==> config.mk <==
export PLATFORM = sky130hd
export DESIGN_NAME = serial_adder_ctrl
export DESIGN_NICKNAME = d
export VERILOG_FILES = /design/src/rtl/serial_adder_ctrl.sv
export SDC_FILE = /design/constraint.sdc
export NUM_CORES = 1
export LEC_CHECK = 0
export CORE_MARGIN = 5
export CORE_UTILIZATION = 25
export CTS_CLUSTER_SIZE = 8
export DETAILED_ROUTE_END_ITERATION = 16
export SETUP_SLACK_MARGIN = 0.02
export SLEW_MARGIN = 30
export SYNTH_ARGS = -nofsm -noshare
export SYNTH_HDL_FRONTEND = slang
export SYNTH_SLANG_ARGS = --single-unit
==> constraint.sdc <==
create_clock -name Clk -period 2.92 [get_ports Clk]
set_input_delay 0.584 -clock Clk [delete_from_list [all_inputs] [get_ports Clk]]
set_output_delay 0.584 -clock Clk [all_outputs]
set_load 0.02 [all_outputs]
==> src/rtl/serial_adder_ctrl.sv <==
// serial_adder_ctrl -- WIDTH-bit add/subtract built from one reused 4-bit
// ripple-carry slice, one nibble per clock, behind a start/done handshake.
//
// Optional feature macro: SERIAL_ADDER_SUB_EN
//   defined   : sub selects A-B (a + ~b + 1)
//   undefined : sub is ignored and treated as 0; the port remains present
//
// Ports
//   Clk       rising-edge clock
//   Reset_n   asynchronous active-low reset
//   start     request, sampled only in IDLE
//   sub       0 = A+B, 1 = A-B, sampled with start
//   A, B      operands, sampled with start
//   busy      high while nibbles are being processed
//   done      one-cycle pulse; S/cout/overflow are valid from here on
//   S         result register (nibbles update progressively during RUN)
//   cout      carry out of the MSB (subtract: 1 = no borrow)
//   overflow  two's-complement signed overflow

module serial_adder_slice (
    input  logic [3:0] a,
    input  logic [3:0] b,
    input  logic       cin,
    output logic [3:0] sum,
    output logic       cout
);
    assign {cout, sum} = {1'b0, a} + {1'b0, b} + {4'b0000, cin};
endmodule

module serial_adder_ctrl #(
    parameter int WIDTH = 16
) (
    input  logic             Clk,
    input  logic             Reset_n,
    input  logic             start,
    input  logic             sub,
    input  logic [WIDTH-1:0] A,
    input  logic [WIDTH-1:0] B,
    output logic             busy,
    output logic             done,
    output logic [WIDTH-1:0] S,
    output logic             cout,
    output logic             overflow
);
    localparam int NIBBLES = WIDTH / 4;
    localparam int IDX_W   = $clog2(NIBBLES);

    typedef enum logic [1:0] {IDLE, RUN, DONE} state_t;

    state_t           state, state_nxt;
    logic [WIDTH-1:0] a_q, b_q;
    logic             carry;
    logic [IDX_W-1:0] idx;
    logic [3:0]       a_nib, b_nib, sum_nib;
    logic             slice_cout;
    logic             last;
    logic             sub_eff;

`ifdef SERIAL_ADDER_SUB_EN
    assign sub_eff = sub;
`else
    // Port kept for pin compatibility; subtraction is compiled out.
    assign sub_eff = sub & 1'b0;
`endif

    assign last  = (idx == IDX_W'(NIBBLES - 1));
    assign a_nib = a_q[{idx, 2'b00} +: 4];
    assign b_nib = b_q[{idx, 2'b00} +: 4];

    serial_adder_slice u_slice (
        .a    (a_nib),
        .b    (b_nib),
        .cin  (carry),
        .sum  (sum_nib),
        .cout (slice_cout)
    );

    // State register
    always_ff @(posedge Clk or negedge Reset_n) begin
        if (!Reset_n) state <= IDLE;
        else          state <= state_nxt;
    end

    // Next-state logic
    always_comb begin
        state_nxt = state;
        case (state)
            IDLE:    if (start) state_nxt = RUN;
            RUN:     if (last)  state_nxt = DONE;
            DONE:    state_nxt = IDLE;
            default: state_nxt = IDLE;
        endcase
    end

    // Datapath: operand capture, per-nibble result write, final flags
    always_ff @(posedge Clk or negedge Reset_n) begin
        if (!Reset_n) begin
            a_q      <= '0;
            b_q      <= '0;
            carry    <= 1'b0;
            idx      <= '0;
            S        <= '0;
            cout     <= 1'b0;
            overflow <= 1'b0;
        end else begin
            case (state)
                IDLE: begin
                    if (start) begin
                        a_q   <= A;
                        // Subtract as a + ~b + 1: invert b here, +1 enters as carry.
                        b_q   <= B ^ {WIDTH{sub_eff}};
                        carry <= sub_eff;
                        idx   <= '0;
                    end
                end
                RUN: begin
                    S[{idx, 2'b00} +: 4] <= sum_nib;
                    carry                <= slice_cout;
                    if (last) begin
                        cout     <= slice_cout;
                        // b_q is already inverted for subtract, so the add rule applies.
                        overflow <= (a_q[WIDTH-1] == b_q[WIDTH-1]) &&
                                    (sum_nib[3] != a_q[WIDTH-1]);
                    end else begin
                        idx <= idx + 1'b1;
                    end
                end
                default: ;
            endcase
        end
    end

    assign busy = (state == RUN);
    assign done = (state == DONE);

endmodule

==> results.py <==
metrics = {
    "critical_path": {
        "r2r-end": "overflow",
        "path_class": "reg2reg",
        "cp.required_ns": 3.16,
        "cp-start-kind": "flop",
        "rrSetupSlack_ns": 0.38,
        "crit_family": "flip-flops",
        "crit_chain": "buf_4 > mux4_2 > ha_1 > or3_1 > a2111oi_0 > nand3b_1",
        "arrival_ns": 2.78,
        "critPathMaxStageDelay_ns": 0.51,
        "ff2ff_path_depth": 6,
        "path_buf_inv": 1,
        "slowest_stage": "dfrtp_2",
        "critPathMaxFanout": 8,
        "rr_startpoint": "idx[0]",
        "endpoint_kind": "flop",
    },
    "global_route": {
        "grt_remaining_overflow": 0,
        "antenna_found_initial": 0,
        "grt_max_degree": 34,
        "gr-usage-all-layers": 0.09297,
        "grt_pass1_vias": 1865,
        "grt_pass1_wl_um": 9356,
    },
    "timing": {
        "max-slew-margin-rel": 0.7042,
        "hold_viol": 0,
        "fmaxAchievable_mhz": 394.0,
        "drv_slew": 0,
        "min_period_ns": 2.538,
        "clock_skew_ns": 0.003743,
        "setup_viol": 0,
        "timing.setup.tns_ns": 0,
        "tightestPinTransition_ns": 0.4421,
        "finalCritPeriodShare": 0.8691,
        "rsz0062_at_grt": "no",
    },
    "yosys": {
        "yosysTopAreaCell": "dfrtp_1",
        "ys_async_sr_fraction": 1.000,
        "synth_most_common_cell": "dfrtp_1",
        "synth_edf_count": 0,
        "synthTopCellsByCount": "55 x dfrtp_1, 33 x mux2_2, 21 x nand2_1",
        "yosysUniqueCellTypes": 32,
        "yosysWarnings": 0,
        "synthesis.instances": 193,
        "ys_seq_area_frac": 0.5408,
        "netlist_area_um2": 2545,
        "yosys-top-cells-area": "dfrtp_1 54%, mux2_2 15%, mux4_2 7.1%, ha_1 4.4%, nand2_1 3.1%",
        "synth.avg_cell_area_um2": 13.19,
        "yosysTopAreaCellShare": 0.5408,
        "ys_ff_latch": 55,
        "synth_ff_type": "dfrtp_1",
        "syn_nets": 240,
    },
    "worst_hold_path": {
        "worstHoldPathType": "in2async",
    },
    "detailed_routing": {
        "antenna_left": 0,
        "top_layer_used": "met4",
        "route.detailed.drc": 0,
        "drt_wl_total_um": 5371,
        "wl_per_cell_um": 13.84,
        "met1_length_um": 2440,
        "wl_met3_um": 310,
        "dr.pass1.iters": 3,
        "vias": 1641,
        "drtIter0Drc": 34,
        "routed_via_density": 4.229,
        "route.met2.wl_um": 2566,
    },
    "power": {
        "ir_drop_mv": 0.4994,
        "finalPower_w": 0.003978,
        "p_per_area_nw_per_um2": 1181,
        "leakage_nw": 1.409,
    },
    "placed_design": {
        "gp_congestion": 0.7543,
        "io_buffers": 54,
        "hpwl_um": 4158,
        "placedCellCount": 381,
    },
    "floorplanning": {
        "die_w_um": 110.9,
        "die_y_um": 110.9,
        "initial_core_util": 0.2580,
        "die-area_um2": 12300,
        "io_pins": 56,
        "core.rowCount": 36,
        "core_um2": 9864,
    },
    "clocking": {
        "cts.clk_slew.worst_paths_ns": 0.09,
        "cts_buffer_depth": 2,
        "clkLatencyLatePin_ns": 0.30,
        "cts_tree": "done",
        "cts_hold_buf": 0,
        "cts_buffers": 5,
        "post_cts.repair.setup_buffers": 0,
        "post_cts_resized": 0,
        "cts_sinks": 55,
        "root_buffer": "clkbuf_8",
        "htreeDepth": 2,
    },
    "finish": {
        "multi_input_area_um2": 1091,
        "drive_above_1_share": 0.2510,
        "regArea_um2": 1378,
        "area_growth_pct": 32.35,
        "num_antenna_cells": 0,
        "final_util": 0.3415,
        "fin_cells": 388,
        "fin_nets": 302,
        "fillerInstances": 1010,
    },
    "flow_run": {
        "max_cap_violations": 0,
    },
    "status": {
        "status": "finished clean",
    },
}
## worst max-delay path by stage
stage / start / to / slack, ns / depth (start not counted)
after global routing: idx[0] / overflow / 0.18 / 6
after floorplan: idx[0] / S[3] / 0.42 / 7
after global placement: idx[0] / S[3] / 0.29 / 7
after CTS: idx[0] / S[3] / 0.23 / 7
final: idx[0] / overflow / 0.38 / 6
after detailed placement: idx[0] / S[3] / 0.24 / 7
## per-stage QoR
stage,hold slack (ns),setup WS [ns],area [um^2]
final,0.1569,0.3822,3368
after global routing,0.1584,0.1751,3368
after floorplan,0.2884,0.4248,2545
after detailed placement,0.4701,0.2377,3264
after global placement,0.4635,0.2898,3264
after CTS,0.1544,0.2316,3367
## registers in the layout, summed over array words and instances (netlist names)
register	cells
b_q	16
state	2
a_q	16
cout	1
carry	1
S	16
overflow	1
idx	2
## report_power, final
| group | leakage [nW] | internal, W | switching [W] |
|---|---|---|---|
| Sequential | 0.682 | 0.00110 | 0.000227 |
| Combinational | 0.676 | 0.00104 | 0.00113 |
| Clock | 0.0513 | 0.000252 | 0.000228 |
## logic make-up (layout without fill, tap and decap cells)
group | after synthesis | in the layout | share of synthesized area
simple gates | 42 | 42 | 0.08014
compound gates | 26 | 26 | 0.06391
xor+xnor | 2 | 2 | 0.006884
buf+inv | 16 | 78 | 0.03146
fa+ha+maj | 11 | 11 | 0.05998
mux | 41 | 41 | 0.2168
flops | 55 | 55 | 0.5408
## worst register-to-register path, stage by stage, from the launching register on
cell and delay (ns):
dfrtp_2 0.51, buf_4 0.21, mux4_2 0.50, ha_1 0.38
or3_1 0.33, a2111oi_0 0.39, nand3b_1 0.16
## per-layer routing
metal  vias to the layer above  global-route usage
met5                         -                   0
met4                         0             0.02463
met3                         6             0.03002
met2                        40              0.1485
met1                       794              0.1218
li1                        801                   -
## cell type report
type                    count  area share
multi-input cells         122      0.3239
inverters                  10     0.01263
repair buffers             61      0.1746
clock buffers               6     0.02155
well taps                 133     0.04941
flip-flops and latches     55      0.4090
clock inverters             1    0.008915
## cells in the final DEF, fill, tap and decap left out, types with 2 or more instances in the layout
cell and instances:
nand2_1 21, buf_4 7, o21ai_0 13, fa_1 2
mux2_2 33, xor2_1 2, clkbuf_8 5, nor2_1 6
nand2b_1 2, nand3_1 3, a21o_1 2, dfrtp_1 54
clkdlybuf4s50_1 53, o21ai_2 4, inv_1 9, mux4_2 8
a21oi_1 3, nand3b_1 2, ha_1 9
Power figures use the tool's default switching activity.
